File: src/rtl/ma_clks_group_ctrl.sv
// Clock-group reconfiguration sequencer: round-robin arbitration over per-domain
// requests, then gate -> wait -> load divider and toggle -> settle -> ungate.
module ma_clks_group_ctrl #(
    parameter int unsigned DIV_DW      = 4,
    parameter int unsigned N_DOM       = 5,
    parameter int unsigned GATE_WAIT   = 8,
    parameter int unsigned SETTLE_WAIT = 16,
    parameter int unsigned RST_DIV     = 1
) (
    input  logic                    src_clk,
    input  logic                    src_rst,
    input  logic [N_DOM-1:0]        req_vld,
    input  logic [N_DOM*DIV_DW-1:0] req_div,
    input  logic [N_DOM-1:0]        req_cken,
    output logic [N_DOM-1:0]        req_ack,
    output logic                    busy,
    output logic [N_DOM*DIV_DW-1:0] div_o,
    output logic [N_DOM-1:0]        tog_o,
    output logic [N_DOM-1:0]        cken_o,
    output logic [N_DOM-1:0]        icg_on_o
);

    localparam int unsigned MAX_WAIT = (GATE_WAIT > SETTLE_WAIT) ? GATE_WAIT : SETTLE_WAIT;
    localparam int unsigned CNT_W    = $clog2(MAX_WAIT + 1);
    localparam int unsigned IDX_W    = (N_DOM > 1) ? $clog2(N_DOM) : 1;
    localparam int unsigned CW       = IDX_W + 1;

    localparam logic [CNT_W-1:0]  GATE_LOAD   = CNT_W'(GATE_WAIT - 1);
    localparam logic [CNT_W-1:0]  SETTLE_LOAD = CNT_W'(SETTLE_WAIT - 1);
    localparam logic [DIV_DW-1:0] RST_DIV_F   = DIV_DW'(RST_DIV);
    localparam logic [IDX_W-1:0]  LAST_IDX    = IDX_W'(N_DOM - 1);

    typedef enum logic [1:0] {IDLE, WAIT_G, WAIT_S} state_t;

    state_t             state;
    logic [IDX_W-1:0]   rr_ptr;
    logic [IDX_W-1:0]   cur;
    logic [CNT_W-1:0]   counter;
    logic [DIV_DW-1:0]  cap_div;
    logic               cap_cken;

    logic [N_DOM-1:0]   eligible;
    logic               grant_vld;
    logic [IDX_W-1:0]   grant_idx;
    logic [CW-1:0]      cand;

    // The domain just acked is masked so its still-high req_vld is not re-granted.
    always_comb begin
        eligible  = req_vld & ~req_ack;
        grant_vld = 1'b0;
        grant_idx = '0;
        cand      = '0;
        for (int unsigned i = 0; i < N_DOM; i++) begin
            cand = {1'b0, rr_ptr} + CW'(i);
            if (cand >= CW'(N_DOM)) begin
                cand = cand - CW'(N_DOM);
            end
            if (!grant_vld && eligible[cand[IDX_W-1:0]]) begin
                grant_vld = 1'b1;
                grant_idx = cand[IDX_W-1:0];
            end
        end
    end

    assign busy = (state != IDLE);

    always_ff @(posedge src_clk) begin
        if (src_rst) begin
            state    <= IDLE;
            rr_ptr   <= '0;
            cur      <= '0;
            counter  <= '0;
            cap_div  <= '0;
            cap_cken <= 1'b0;
            for (int unsigned i = 0; i < N_DOM; i++) begin
                div_o[i*DIV_DW +: DIV_DW] <= RST_DIV_F;
            end
            tog_o    <= '0;
            cken_o   <= '1;
            icg_on_o <= '1;
            req_ack  <= '0;
        end else begin
            req_ack <= '0;
            case (state)
                IDLE: begin
                    if (grant_vld) begin
                        state               <= WAIT_G;
                        cur                 <= grant_idx;
                        cap_div             <= req_div[grant_idx*DIV_DW +: DIV_DW];
                        cap_cken            <= req_cken[grant_idx];
                        icg_on_o[grant_idx] <= 1'b0;
                        counter             <= GATE_LOAD;
                        rr_ptr              <= (grant_idx == LAST_IDX) ? '0 : grant_idx + IDX_W'(1);
                    end
                end
                WAIT_G: begin
                    if (counter == '0) begin
                        state                       <= WAIT_S;
                        div_o[cur*DIV_DW +: DIV_DW] <= cap_div;
                        cken_o[cur]                 <= cap_cken;
                        tog_o[cur]                  <= ~tog_o[cur];
                        counter                     <= SETTLE_LOAD;
                    end else begin
                        counter <= counter - CNT_W'(1);
                    end
                end
                WAIT_S: begin
                    if (counter == '0) begin
                        state         <= IDLE;
                        icg_on_o[cur] <= cap_cken;
                        req_ack[cur]  <= 1'b1;
                    end else begin
                        counter <= counter - CNT_W'(1);
                    end
                end
                default: state <= IDLE;
            endcase
        end
    end

endmodule
File: config.mk
export PLATFORM = sky130hd
export DESIGN_NAME = ma_clks_group_ctrl
export DESIGN_NICKNAME = d
export VERILOG_FILES = /design/src/rtl/ma_clks_group_ctrl.sv
export SDC_FILE = /design/constraint.sdc
export NUM_CORES = 1
export LEC_CHECK = 0
export ABC_AREA = 0
export CAP_MARGIN = 20
export CORE_AREA = 3 3 123 66
export CTS_CLUSTER_DIAMETER = 200
export DETAILED_ROUTE_END_ITERATION = 6
export DIE_AREA = 0 0 126 69
export HOLD_SLACK_MARGIN = 0.08
export MAX_ROUTING_LAYER = met4
export PLACE_DENSITY_LB_ADDON = 0.08
export SLEW_MARGIN = 30
export SYNTH_ARGS = -nofsm -noshare
export SYNTH_HDL_FRONTEND = slang
export SYNTH_SLANG_ARGS = --single-unit
File: constraint.sdc
create_clock -name src_clk -period 10.6 [get_ports src_clk]
set_input_delay 1.59 -clock src_clk [delete_from_list [all_inputs] [get_ports src_clk]]
set_output_delay 1.59 -clock src_clk [all_outputs]
set_load 0.01 [all_outputs]
# == Word level (Yosys, flattened, before mapping) ==
# Cells that the tools add are included.
# classes
add_sub_neg,12
order_cmp,14
n_eq_ne,7
shift,3
mux,49
bitwise,7
n_reduce_logical,21
# ops
op,count
5-bit negator with 34-bit output,1
"4-bit by 34-bit variable shift with 20-bit output, first input constant",1
4-bit by 34-bit indexed part select with 20-bit output,1
3-bit 2-to-1 mux,11
"3-bit by 4-bit < comparator with 1-bit output, second input constant",7
5-bit 2-to-1 mux,5
1-bit binary-select mux with 3-bit select,7
20-bit bitwise mux,1
20-bit by 6-bit indexed part select with 4-bit output,1
"4-bit by 3-bit >= comparator with 1-bit output, second input constant",4
5-bit bitwise mux,3
5-bit one-hot mux with 3 select lines,1
"3-bit subtractor, second input constant",5
1-bit 2-to-1 mux,14
5-bit AND,2
5-bit NOT,2
5-bit one-hot mux with 2 select lines,1
3-bit AND reduction,3
"3-bit by 2-bit adder with 4-bit output, second input constant",2
"2-bit != test, second input constant",4
1-bit demux with 3-bit select,2
"3-bit by 1-bit >= comparator with 1-bit output, second input constant",2
1-bit logical AND,6
2-bit 2-to-1 mux,3
other kinds (17),24
# word_totals
register_bits,58
output_inout_bits,41
elab_cells,124

# == Longest topological paths before layout ==
# depth
ltp_word,25
depth_mapped,18

# == Worst setup path before layout ==
# Ideal clock, no wire load.
# synth_path
kind,in2reg
from,input port req_vld[3]
to,register cap_cken
setup_ps,134
arrival_ps,4044
required_time_ps,10466
slack_ps,6422
stages,11
cell_sequence,nor4b_1 mux2_1 a2111o_1 and2_4 o41ai_4 nor2b_1 a211o_1 buf_6 mux2_4 a221oi_2 a211oi_1
# synth_via
elab_chain_len,18
word_cells_on_any_way,32
cone_classes,22 x mux; 1 x bitwise; 9 x reduce/logical
# synth_rtl
item,line,text
from (decl),12,"input logic [N_DOM-1:0] req_vld,"
5-bit AND *,49,eligible = req_vld & ~req_ack;
1-bit binary-select mux with 3-bit select,58,if (!grant_vld && eligible[cand[IDX_W-1:0]]) begin
1-bit 2-to-1 mux (not written as such),58,
1-bit 2-to-1 mux,58,
1-bit logical NOT,58,
1-bit logical AND,58,
1-bit 2-to-1 mux,58,
1-bit logical NOT,58,
[... 2 more ...],n/a,
1-bit logical NOT,58,
1-bit logical AND,58,
1-bit 2-to-1 mux,58,
1-bit logical NOT,58,
1-bit logical AND,58,
3-bit 2-to-1 mux,58,
1-bit binary-select mux with 3-bit select,90,cap_cken <= req_cken[grant_idx];
1-bit 2-to-1 mux (not written as such),90,
to (signal assigned),90,
to (decl),40,logic cap_cken;
# Every way passes the cells marked *; elsewhere a longest branch is shown, timed or not. The select of a mux whose other input is x is not followed.
# A chain may end at the register's enable or synchronous reset.

# == Final worst setup path ==
# layout_path
from,input port req_vld[3]
to,register cap_div[0]
# layout_via
elab_chain_len,17
word_cells_on_any_way,31
cone_classes,1 x shift; 20 x mux; 1 x bitwise; 9 x reduce/logical
# layout_rtl
item,line,text
5-bit AND *,49,
1-bit binary-select mux with 3-bit select,58,
1-bit 2-to-1 mux (not written as such),58,
1-bit 2-to-1 mux,58,
1-bit logical NOT,58,
1-bit logical AND,58,
1-bit 2-to-1 mux,58,
1-bit logical NOT,58,
1-bit logical AND,58,
1-bit 2-to-1 mux,58,
1-bit logical NOT,58,
1-bit logical AND,58,
1-bit 2-to-1 mux,58,
1-bit logical NOT,58,
1-bit logical AND,58,
3-bit 2-to-1 mux / 1-bit 2-to-1 mux (equally long branches),58,
20-bit by 6-bit indexed part select with 4-bit output / 2-bit AND reduction (equally long branches),n/a,
to (signal assigned),89,cap_div <= req_div[grant_idx*DIV_DW +: DIV_DW];
to (decl),39,logic [DIV_DW-1:0] cap_div;
# Marks and branches as above.

==> impl_metrics.json <==
{
  "outcome": "completed",
  "postLayoutCoreUtil_pct": 70.5,
  "synth_edf_count": 0,
  "cts_resized": 0,
  "grtUsageTotal_pct": 29.1,
  "synthCells": 490,
  "wl_met3_um": 1500,
  "place_hpwl_um": 9330,
  "start_util_pct": 55.6,
  "synth_top_area_share_pct": 29.2,
  "dieHeight_um": 69,
  "ant_nets": 0,
  "crit_path_start_kind": "primary input",
  "cts_tree": "done",
  "crit_required_ns": 10.77,
  "ys_async_sr_fraction_pct": 0,
  "vias_per_cell": 6.45,
  "syn_area_um2": 3980,
  "clock_skew_ns": 0.00476,
  "num_vias": 4192,
  "synthFlopType": "dfxtp_1",
  "synth_commonest_cells": "58 x dfxtp_1, 48 x nand2_1, 43 x nor2_1",
  "cts-root-buf": "clkbuf_16",
  "core_um2": 7160,
  "synth-seq-area-share_pct": 29.2,
  "slew_viol_final": 0,
  "grt_first_pass_wirelength_um": 19800,
  "topRoutingLayerUsed": "met4",
  "n_fill_cell": 590,
  "setup_tns_ns": 0,
  "die-area_um2": 8690,
  "vdd_ir_drop_max_uv": 178,
  "synth.most_common_cell": "dfxtp_1",
  "leakagePower_nw": 1.91,
  "gp_congestion": 1.13,
  "grt_pass1_vias": 3793,
  "ys_warn_count": 0,
  "path_clk_slew_ns": 0.05,
  "end_kind": "flip-flop",
  "critPathKind": "in -> reg",
  "wl_met2_um": 4940,
  "min_from": "div_o[10]$_SDFFE_PP0P_",
  "final_nets": 601,
  "postCtsHoldBufs": 0,
  "min_period_ns": 4.99,
  "htree_levels": 3,
  "synth_seq_cells": 58,
  "setup_viol": 0,
  "drt_iter0_markers": 552,
  "maxCapViolations": 0,
  "hold_violations": 0,
  "fin_crit_sh_pct": 47.1,
  "drive_above_1_share_pct": 7.04,
  "antenna_found_initial": 0,
  "yosysTopAreaCell": "dfxtp_1",
  "cts_buffer_depth": 2,
  "die_x_um": 126,
  "area_delta_synth_final_pct": 26.8,
  "layout.cells.non_filler": 650,
  "dp_cells": 634,
  "rows": 22,
  "cts_made_buffers": 9,
  "syn_area_per_cell_um2": 8.12,
  "rsz0062_at_grt": "no",
  "drt-pass1-iter-count": 5,
  "grt_max_degree": 55,
  "syn_nets": 542,
  "tightest_slew_ns": 1.06,
  "gr-total-overflow": 0,
  "avgRoutedWirePerCell_um": 19.3,
  "relSlewSlack_pct": 29.2,
  "numPortBuffers": 72,
  "crit_start": "req_vld[3]",
  "cp.arrival_ns": 5.17,
  "drt-total-wl_um": 12500,
  "postCtsSetupRepairBufs": 0,
  "antenna_cells": 0,
  "max_freq_mhz": 200,
  "cts_sinks": 58,
  "path_max_fanout": 13,
  "wl_met1_um": 5880,
  "drc_errors": 0,
  "ios": 73,
  "synthTopCellsByArea": "dfxtp_1 29%, ha_1 6.0%, nand2_1 4.5%",
  "p_per_area_nw_per_um2": 326,
  "crit-reg2reg-launch": "rr_ptr[1]$_SDFFE_PP0P_",
  "clock_latency_ns": 0.33,
  "synth_cell_types": 69,
  "hp-class": "reg -> reg"
}
## metal layers
metal / global-route usage, % / vias to the layer above
li1: - / 1950
met1: 42.0 / 1967
met2: 37.5 / 250
met3: 10.3 / 25
met4: 8.92 / 0
met5: - / -
## critical path, stage by stage
cell	delay, ns
clkdlybuf4s50_1	0.55
or3b_2	0.46
a211o_1	0.30
a22oi_1	0.29
a31oi_1	0.17
a32o_1	0.30
nor3b_1	0.22
a211o_1	0.49
mux2_2	0.41
a221oi_1	0.27
a221oi_1	0.12
## per-stage QoR
stage	cell area (um2)	hold slack [ns]	setup slack (ns)	total power, mW
after floorplan	3980	0.455	6.42	1.06
after global placement	4720	0.441	5.42	1.26
after detailed placement	4720	0.451	5.27	1.29
after CTS	5040	0.458	5.60	1.61
after global routing	5040	0.479	5.44	1.74
final	5040	0.453	5.61	1.64
## state kept, by name, indices dropped and copies added, names as in the netlist
signal / cells
tog_o: 5
cap_div: 4
div_o: 20
state: 2
icg_on_o: 5
cap_cken: 1
rr_ptr: 3
req_ack: 5
cur: 3
cken_o: 5
counter: 5
## kinds of logic after synthesis
kind of cell | Yosys count | share of synthesized area [%]
compound gates | 140 | 25.8
xor+xnor | 8 | 1.76
fa+ha+maj | 20 | 6.48
buf+inv | 42 | 4.28
flops | 58 | 29.2
mux | 19 | 5.22
simple gates | 203 | 27.3
## cells in the final DEF, fill, tap and decap left out, types with 5 or more instances in the layout
cell type        count
clkdlybuf4s50_1     71
dfxtp_1             58
nand2_1             48
nor2_1              43
a21oi_1             34
ha_1                19
inv_1               16
o21ai_0             15
a211oi_1            14
nand2b_1            13
nand3_1             13
a211o_1             13
nand4_1             12
mux2i_1             11
nor3_1              11
clkbuf_16            9
nor2b_1              8
nor3b_1              8
a21o_1               8
a22oi_1              8
and3_1               8
nor4b_1              7
xnor2_1              7
nand3b_1             5
a221oi_1             5
a221o_1              5
mux2_2               5
o211ai_1             5
## layout make-up
type	count	area (um2)	area share (%)
multi-input cells	390	2660	52.6
flip-flops and latches	58	1160	23.0
repair buffers	73	726	14.4
clock buffers	10	239	4.74
well taps	96	120	2.38
clock inverters	6	80.1	1.59
inverters	17	63.8	1.26
## path summary, 6_finish.rpt
| kind | to | slack (ns) | cells after the start |
|---|---|---|---|
| worst max-delay path | cap_div[0]$_SDFFE_PP0P_ | 5.61 | 11 |
| worst min-delay path | div_o[10]$_SDFFE_PP0P_ | 0.45 | 2 |
| worst max register to register | cap_div[0]$_SDFFE_PP0P_ | 5.63 | 12 |
| worst min register to register | div_o[10]$_SDFFE_PP0P_ | 0.45 | 2 |
## power by group
part	switching, mW	leakage, nW	total [mW]	internal [mW]
Combinational	0.619	1.27	1.02	0.404
Sequential	0.0564	0.472	0.313	0.256
Clock	0.0982	0.162	0.308	0.210
(Power assumes the default switching activity.)
